$ cat src/rtl/uart_frame_ctrl.sv
`timescale 1ns/1ps
// -----------------------------------------------------------------------------
// uart_frame_ctrl
//   Frame sequencer between the byte UART, the image RAM and the CNN core.
//   Hunts for SYNC_BYTE, streams IMG_BYTES pixel bytes into image RAM, starts
//   the CNN, waits for its class index and sends it back as one UART byte.
//
//   Optional feature macro: UART_FRAME_CHECKSUM_EN
//     When defined, one extra byte after the pixels must equal the 8-bit
//     wrap-around sum of the pixels; a mismatch flags err and replies 8'hEE
//     without starting the CNN.
//
// Ports
//   clk, rst_n         system clock, asynchronous active-low reset
//   uart_rx_rdy/data   received byte (level valid, held until consumed)
//   uart_clr_rx_rdy    consume strobe, combinational copy of uart_rx_rdy
//   uart_trmt          one-cycle transmit request
//   uart_tx_data       reply byte, stable from trmt until tx_done
//   uart_tx_done       transmitter idle (cleared by the UART on trmt)
//   uart_rst           one-cycle UART reset after an RX timeout abort
//   mem_we/waddr/wdata image RAM write port (registered)
//   cnn_start          one-cycle CNN start
//   cnn_done/result    CNN finished / class index
//   busy               high outside IDLE
//   err                sticky error, cleared by the next sync byte
// -----------------------------------------------------------------------------
module uart_frame_ctrl #(
  parameter int unsigned IMG_BYTES  = 784,
  parameter int unsigned ADDR_W     = 10,
  parameter logic [7:0]  SYNC_BYTE  = 8'hA5,
  parameter int unsigned RX_TIMEOUT = 2500000
) (
  input  logic              clk,
  input  logic              rst_n,
  input  logic              uart_rx_rdy,
  input  logic [7:0]        uart_rx_data,
  output logic              uart_clr_rx_rdy,
  output logic              uart_trmt,
  output logic [7:0]        uart_tx_data,
  input  logic              uart_tx_done,
  output logic              uart_rst,
  output logic              mem_we,
  output logic [ADDR_W-1:0] mem_waddr,
  output logic [7:0]        mem_wdata,
  output logic              cnn_start,
  input  logic              cnn_done,
  input  logic [3:0]        cnn_result,
  output logic              busy,
  output logic              err
);

  localparam int unsigned       TO_W      = $clog2(RX_TIMEOUT);
  localparam logic [ADDR_W-1:0] LAST_ADDR = ADDR_W'(IMG_BYTES - 1);
  localparam logic [TO_W-1:0]   TO_LAST   = TO_W'(RX_TIMEOUT - 1);

`ifdef UART_FRAME_CHECKSUM_EN
  typedef enum logic [2:0] {
    S_IDLE, S_LOAD, S_CHK, S_START, S_WAIT_CNN, S_SEND, S_WAIT_TX
  } state_t;
`else
  typedef enum logic [2:0] {
    S_IDLE, S_LOAD, S_START, S_WAIT_CNN, S_SEND, S_WAIT_TX
  } state_t;
`endif

  state_t              state_q, state_d;
  logic [ADDR_W-1:0]   count_q, count_d;
  logic [TO_W-1:0]     tcnt_q, tcnt_d;
  logic [7:0]          tx_q, tx_d;
  logic                err_q, err_d;
  logic                we_q, we_d;
  logic [ADDR_W-1:0]   waddr_q, waddr_d;
  logic [7:0]          wdata_q, wdata_d;
  logic                urst_q, urst_d;
`ifdef UART_FRAME_CHECKSUM_EN
  logic [7:0]          sum_q, sum_d;
`endif

  // Silence in LOAD/CHK has lasted RX_TIMEOUT cycles; a byte arriving in the
  // same cycle wins over the abort.
  logic rx_expired;
  assign rx_expired = !uart_rx_rdy && (tcnt_q == TO_LAST);

  // NOTE: every signal assigned here gets a default first, so no path through
  // the case statement can leave one unassigned and infer a latch.
  always_comb begin
    state_d = state_q;
    count_d = count_q;
    tcnt_d  = tcnt_q;
    tx_d    = tx_q;
    err_d   = err_q;
    we_d    = 1'b0;
    waddr_d = waddr_q;
    wdata_d = wdata_q;
    urst_d  = 1'b0;
`ifdef UART_FRAME_CHECKSUM_EN
    sum_d   = sum_q;
`endif
    unique case (state_q)
      S_IDLE: begin
        if (uart_rx_rdy && uart_rx_data == SYNC_BYTE) begin
          state_d = S_LOAD;
          err_d   = 1'b0;
          count_d = '0;
          tcnt_d  = '0;
`ifdef UART_FRAME_CHECKSUM_EN
          sum_d   = '0;
`endif
        end
      end
      S_LOAD: begin
        if (uart_rx_rdy) begin
          we_d    = 1'b1;
          waddr_d = count_q;
          wdata_d = uart_rx_data;
          tcnt_d  = '0;
`ifdef UART_FRAME_CHECKSUM_EN
          sum_d   = sum_q + uart_rx_data;
`endif
          // count stops on the last address instead of wrapping
          if (count_q == LAST_ADDR) begin
`ifdef UART_FRAME_CHECKSUM_EN
            state_d = S_CHK;
`else
            state_d = S_START;
`endif
          end else begin
            count_d = count_q + 1'b1;
          end
        end else if (rx_expired) begin
          err_d   = 1'b1;
          urst_d  = 1'b1;
          state_d = S_IDLE;
        end else if (tcnt_q != '1) begin
          tcnt_d  = tcnt_q + 1'b1;
        end
      end
`ifdef UART_FRAME_CHECKSUM_EN
      S_CHK: begin
        if (uart_rx_rdy) begin
          tcnt_d = '0;
          if (uart_rx_data == sum_q) begin
            state_d = S_START;
          end else begin
            err_d   = 1'b1;
            tx_d    = 8'hEE;
            state_d = S_SEND;
          end
        end else if (rx_expired) begin
          err_d   = 1'b1;
          urst_d  = 1'b1;
          state_d = S_IDLE;
        end else if (tcnt_q != '1) begin
          tcnt_d  = tcnt_q + 1'b1;
        end
      end
`endif
      S_START:    state_d = S_WAIT_CNN;
      S_WAIT_CNN: begin
        if (cnn_done) begin
          tx_d    = {4'h0, cnn_result};
          state_d = S_SEND;
        end
      end
      // tx_done is still high from the previous transfer during SEND
      S_SEND:     state_d = S_WAIT_TX;
      S_WAIT_TX:  if (uart_tx_done) state_d = S_IDLE;
      default:    state_d = S_IDLE;
    endcase
  end

  // NOTE: state registers use non-blocking assignments so every flop samples
  // the pre-edge value of every other flop, independent of statement order.
  always_ff @(posedge clk or negedge rst_n) begin
    if (!rst_n) begin
      state_q <= S_IDLE;
      count_q <= '0;
      tcnt_q  <= '0;
      tx_q    <= '0;
      err_q   <= 1'b0;
      we_q    <= 1'b0;
      waddr_q <= '0;
      wdata_q <= '0;
      urst_q  <= 1'b0;
`ifdef UART_FRAME_CHECKSUM_EN
      sum_q   <= '0;
`endif
    end else begin
      state_q <= state_d;
      count_q <= count_d;
      tcnt_q  <= tcnt_d;
      tx_q    <= tx_d;
      err_q   <= err_d;
      we_q    <= we_d;
      waddr_q <= waddr_d;
      wdata_q <= wdata_d;
      urst_q  <= urst_d;
`ifdef UART_FRAME_CHECKSUM_EN
      sum_q   <= sum_d;
`endif
    end
  end

  // Every byte is consumed the cycle it is seen, whatever the state.
  assign uart_clr_rx_rdy = uart_rx_rdy;
  assign cnn_start       = (state_q == S_START);
  assign uart_trmt       = (state_q == S_SEND);
  assign busy            = (state_q != S_IDLE);
  assign uart_tx_data    = tx_q;
  assign err             = err_q;
  assign uart_rst        = urst_q;
  assign mem_we          = we_q;
  assign mem_waddr       = waddr_q;
  assign mem_wdata       = wdata_q;

endmodule

$ cat config.mk
export PLATFORM = sky130hd
export DESIGN_NAME = uart_frame_ctrl
export DESIGN_NICKNAME = d
export VERILOG_FILES = /design/src/rtl/uart_frame_ctrl.sv
export SDC_FILE = /design/constraint.sdc
export NUM_CORES = 1
export LEC_CHECK = 0
export CORE_MARGIN = 2
export CORE_UTILIZATION = 45
export DETAILED_ROUTE_END_ITERATION = 8
export PLACE_DENSITY = 0.72
export SYNTH_ARGS = -nofsm -noshare
export SYNTH_HDL_FRONTEND = slang
export SYNTH_SLANG_ARGS = --single-unit
$ cat constraint.sdc
create_clock -name clk -period 2.2 [get_ports clk]
set_clock_uncertainty 0.1 [all_clocks]
set_input_delay 0.22 -clock clk [delete_from_list [all_inputs] [get_ports clk]]
set_output_delay 0.22 -clock clk [all_outputs]
set_load 0.01 [all_outputs]
## Yosys cells after proc, flatten, opt, wreduce, memory -nomap -nowiden

Index checks and enable logic that the tools add are counted.

- Flip-flop bits (word level): 60
- Latch bits: 0
- RAM bits: 0
- Memory bits (read-only): 0
- Input bits: 17
- Output and inout port bits: 33
- Memories: 0

- Add/subtract/negate cells: 2
- $mul: 0
- Div/mod/pow operators: 0
- Order comparisons: 0
- Equality and inequality tests: 20
- Shift-type cells: 0
- Mux-type cells: 25
- Bitwise gates (word level): 0
- Reduce and logical (&&, ||, !) cells: 12

Operators by type and width:

| kind | number |
|---|---|
| 2-to-1 mux 22 bit | 4 |
| one-hot mux 22 bit (2 select lines) | 1 |
| 2-to-1 mux 10 bit | 3 |
| adder 22 x 1 -> 22 bit, second input constant | 1 |
| equality test 22 bit, second input constant | 1 |
| inequality test 22 bit, second input constant | 1 |
| one-hot mux 10 bit (2 select lines) | 1 |
| 2-to-1 mux 3 bit | 6 |
| one-hot mux 3 bit (6 select lines) | 1 |
| inequality test 2 bit, second input constant | 7 |
| inequality test 3 bit, second input constant | 4 |
| AND reduction 4 bit | 3 |
| adder 10 x 1 -> 10 bit, second input constant | 1 |
| equality test 10 bit, second input constant | 1 |
| equality test 8 bit, second input constant | 1 |
| 2-to-1 mux 1 bit | 8 |
| equality test 3 x 2 -> 1 bit, second input constant | 2 |
| equality test 3 bit, second input constant | 2 |
| AND reduction 5 bit | 1 |
| AND reduction 2 bit | 2 |
| equality test 3 x 1 -> 1 bit, second input constant | 1 |
| zero test 3 bit | 1 |
| nonzero test 3 bit | 1 |
| logical AND 1 bit | 2 |
| 3 further kinds | 3 |

## Logic depth before layout (Yosys ltp)

Gate-level depths: netlist of the first run.

- Depth after elaboration: 5
- Gate-level depth with buffers: 8
- Gate-level depth less buffers: 6

## Worst setup path after synthesis of the first run

Ideal clock, no wire load.

- Path kind: flip-flop to flip-flop
- Start point: reg tcnt_q[0]
- End point: reg tcnt_q[9]
- Arrival time: 2.137 ns
- Data required time: 1.981 ns
- Path slack: -0.156 ns
- Stages on the path, launching flop included: 7
- Path buffers: 0
- Period minus slack after synthesis: 2.356 ns
- Path through: dfrtp_1 -> ha_1 -> nand4_1 -> nor4_2 -> nand3_1 -> a31oi_1 -> o21ba_2

- Cells in the longest elaborated chain, start to end: 5
- Elaborated cells between the ends (all ways): 11
- Those cells by class: add/sub: 1; eq/ne: 4; mux: 4; reduce/logical: 2

RTL lines:

| item | line | RTL |
|---|---|---|
| from (decl) | 68 | `logic [TO_W-1:0] tcnt_q, tcnt_d;` |
| from (signal assigned) | 191 | `tcnt_q <= tcnt_d;` |
| adder 22 x 1 -> 22 bit | 135 | `tcnt_d = tcnt_q + 1'b1;` |
| 2-to-1 mux 22 bit | 134 | `end else if (tcnt_q != '1) begin` |
| 2-to-1 mux 22 bit | 130 | `end else if (rx_expired) begin` |
| 2-to-1 mux 22 bit | 112 | `if (uart_rx_rdy) begin` |
| one-hot mux 22 bit (2 select lines) | 99 | `unique case (state_q)` |

Parallel ways exist; a longest one is shown, timed or not. The select of a mux whose other input is x is not followed.
A chain may end at the register's enable or synchronous reset.

## Worst setup path in the final report of the first run

- Start point: reg tcnt_q[14]
- End point: reg tcnt_q[18]

The elaborated chain is that of the path after synthesis.

==> results of run 1 <==
==> final cells by class <==
cell class / count / area (sq um)
fill: 532 / 2330
multi-input combinational: 258 / 1710
sequential: 60 / 1500
timing repair buffer: 104 / 917
clock buffer: 9 / 124
tap: 80 / 100
clock inverter: 7 / 53.8
inverter: 6 / 22.5
==> stage by stage <==
stage	instance area (sq um)	cells
finish	4430	524
global route	4430	524
CTS	4260	523
detailed placement	4020	503
global placement	4020	503
floorplan	3170	344
==> timing repair <==
action,4_1_cts,5_1_grt
setup buffers,4,2
endpoints found under the setup margin,18,25
cloned,1,0
resized for setup,6,23
endpoints found under the hold margin,23,0
pin swaps,7,18
hold buffers,1,0
==> layer usage <==
metal | up-vias | global-route usage, %
li1 | 1432 | -
met1 | 1423 | 29.5
met2 | 112 | 33.9
met3 | 17 | 4.36
met4 | 0 | 10.1
met5 | - | 0
==> worst register-to-register path: stages, from the launching register on <==
cell and delay, ps:
dfrtp_1 390, or4b_4 540, or3_4 380, o31a_4 340, a41oi_1 350, a31oi_4 50
==> logic make-up after synthesis <==
family / count (synthesis) / synth area share (%)
fa+ha+maj: 2 / 0.799
buf+inv: 27 / 4.40
mux: 7 / 2.44
other cells: 1 / 0.120
compound gates: 70 / 15.1
flops: 60 / 48.0
simple gates: 174 / 29.2
==> synthesized netlist by cell type, drive strengths merged, types with 2 or more instances <==
library cell	n	area [sq um]
and4	5	47.6
nor4bb	4	40.0
o31ai	2	15.0
o41ai	3	26.3
o21ba	2	20.0
a211o	2	18.8
mux2	5	56.3
and3	9	56.3
or4	2	15.0
a21oi	12	60.1
dfrtp	60	1500
nand2b	3	18.8
clkbuf	12	45.0
o21a	2	15.0
o31a	2	18.8
nand4	8	50.1
inv	6	22.5
nor3	6	35.0
nand2	77	289
o21ai	19	95.1
a41oi	3	26.3
nor2b	2	12.5
or3	3	23.8
nor2	24	90.1
nor3b	3	22.5
nor4	5	52.6
buf	9	70.1
nor4b	2	17.5
a31oi	14	87.6
and2	2	12.5
a221o	4	45.0
mux2i	2	20.0
nand3b	4	30.0
nand3	10	50.1
ha	2	25.0
==> worst paths after layout <==
kind / end / depth (start not counted) / slack, ps / from
min in group clk: mem_wdata[5]$_DFFE_PN0P_ / 3 / 350 / uart_rx_data[5]
worst min register to register: mem_waddr[5]$_DFFE_PN0P_ / 2 / 370 / mem_waddr[5]$_DFFE_PN0P_
max in group asynchronous: mem_wdata[6]$_DFFE_PN0P_ / 3 / 1090 / rst_n
worst max register to register: tcnt_q[18]$_DFFE_PN0P_ / 5 / -80 / tcnt_q[14]$_DFFE_PN0P_
worst min-delay path: mem_wdata[3]$_DFFE_PN0P_ / 2 / 310 / rst_n
worst max-delay path: tcnt_q[18]$_DFFE_PN0P_ / 5 / -80 / tcnt_q[14]$_DFFE_PN0P_
==> power by group through the flow <==
stage	logic [mW]	registers, mW	clock network, mW
final	1.91	1.47	0.885
after global routing	2.10	1.50	0.950
after CTS	1.82	1.47	0.908
after detailed placement	1.75	1.49	0
after global placement	1.72	1.47	0
after floorplan	0.872	1.54	0
==> state kept, by name (all words and copies together), names as in the netlist <==
name	flops
tcnt_q	22
mem_waddr	10
uart_rst	1
count_q	10
uart_tx_data	4
mem_we	1
err	1
mem_wdata	8
state_q	3
==> impl_metrics.json, run 1 <==
{
  "drt-total-wl_um": 8200,
  "grt_start_max_net_pins": 38,
  "max_freq_mhz": 439,
  "std_cell_rows": 30,
  "final_common_cell": "nand2_1",
  "finalCritPeriodShare_pct": 104,
  "wl_per_cell_um": 15.7,
  "syn-mean-instance-area_sq_um": 9.18,
  "hp-class": "input pin to async pin",
  "utilization_pct": 65.6,
  "die_h_um": 87.4,
  "cts_made_buffers": 9,
  "crit_chain": "or4b_4, or3_4, o31a_4, a41oi_1, a31oi_4",
  "first_iter_violations": 166,
  "ys_warn_count": 0,
  "finalMaxSlewViolations": 0,
  "p_total_mw": 4.27,
  "antenna_found_initial": 0,
  "place.gp.congestion": 0.900,
  "htreeDepth": 3,
  "p_int_mw": 2.66,
  "dieArea_sq_um": 7640,
  "initial_core_util_pct": 46.3,
  "cellPowerDensity_nw_per_um2": 964,
  "synth_edf_count": 0,
  "ys_ff_latch": 60,
  "crit_slowest_cell": "or4b_4",
  "synthArstFlopShare_pct": 100,
  "core-area_sq_um": 6760,
  "cts_root_buf": "clkbuf_8",
  "clkLatencyLatePin_ps": 350,
  "yosysSeqAreaShare_pct": 48.0,
  "p_sw_mw": 1.61,
  "critPathKind": "register to register",
  "p_comb_share_pct": 44.8,
  "vias": 2984,
  "postRouteAntennaNets": 0,
  "layout_setup_ws_ps": -78.2,
  "antenna_cells": 0,
  "switching_share_pct": 37.8,
  "synth_cell_type_count": 57,
  "clockBufferDepth": 2,
  "clk_pin_slew_ps": 80,
  "cp_top_family": "simple AND/OR/NAND/NOR gates",
  "io_buffers": 45,
  "critPathLaunchType": "register",
  "cts_tree": "yes",
  "synth_area_sq_um": 3130,
  "critPathBufInv": 0,
  "first_pass_iters": 5,
  "wl_met3_um": 544,
  "violations": "setup timing",
  "highest_layer": "met4",
  "grt_usage_pct": 21.9,
  "rsz0062_at_grt": "true",
  "hpwlAfterDp_um": 5540,
  "p_seq_share_pct": 34.5,
  "final_cell_mix": "77 x nand2_1, 60 x dfrtp_1, 54 x buf_4",
  "pre_cts_slack_ps": -493,
  "tightest_slew_ps": 598,
  "final_layout_size_suffix_gt1_share_pct": 25.5,
  "drc": 0,
  "vias_per_cell": 5.69,
  "critPathCaptureType": "register",
  "critical_path_arrival_ps": 2400,
  "io_pins": 50,
  "status": "complete, but fails checks",
  "synth_flop_cell": "dfrtp_1",
  "hold_violations": 0,
  "cpPeakStageDelay_ps": 540,
  "crit_required_ps": 2320,
  "wl_met2_um": 3870,
  "clkPwrFrac_pct": 20.7,
  "syn_inst": 341,
  "grt_pass1_wl_um": 12900,
  "cts_num_sinks": 60,
  "wl_met1_um": 3600,
  "cap_violations": 0,
  "hold_slack_ps": 313,
  "crit_fanout": 7,
  "vdd_drop_max_mv": 0.444,
  "post-route-min-period_ps": 2280,
  "die_w_um": 87.4,
  "fin_tns_setup_ps": -417,
  "power.leakage_nw": 2.03,
  "grt_pass1_vias": 2729,
  "setup_viol": 14,
  "slew_headroom_pct": 59.8,
  "area_growth_pct": 41.5,
  "grt-ovfl-total": 0,
  "fin_nets": 458
}
No activity file was read; power rests on OpenSTA's default activity.
==> run 2, diff against run 1 <==
--- a/config.mk
+++ b/config.mk
@@ -8,6 +8,7 @@
 export CORE_MARGIN = 2
 export CORE_UTILIZATION = 45
 export DETAILED_ROUTE_END_ITERATION = 8
+export GPL_ROUTABILITY_DRIVEN = 0
 export PLACE_DENSITY = 0.72
 export SYNTH_ARGS = -nofsm -noshare
 export SYNTH_HDL_FRONTEND = slang
==> results of run 2 <==
The final DEF is identical to that of run 1; final timing and power are the same.
==> run 3, diff against run 2 <==
--- a/config.mk
+++ b/config.mk
@@ -10,6 +10,7 @@
 export DETAILED_ROUTE_END_ITERATION = 8
 export GPL_ROUTABILITY_DRIVEN = 0
 export PLACE_DENSITY = 0.72
+export SLEW_MARGIN = 20
 export SYNTH_ARGS = -nofsm -noshare
 export SYNTH_HDL_FRONTEND = slang
 export SYNTH_SLANG_ARGS = --single-unit
==> results of run 3 <==
The final DEF is identical to that of run 1; final timing and power are the same.
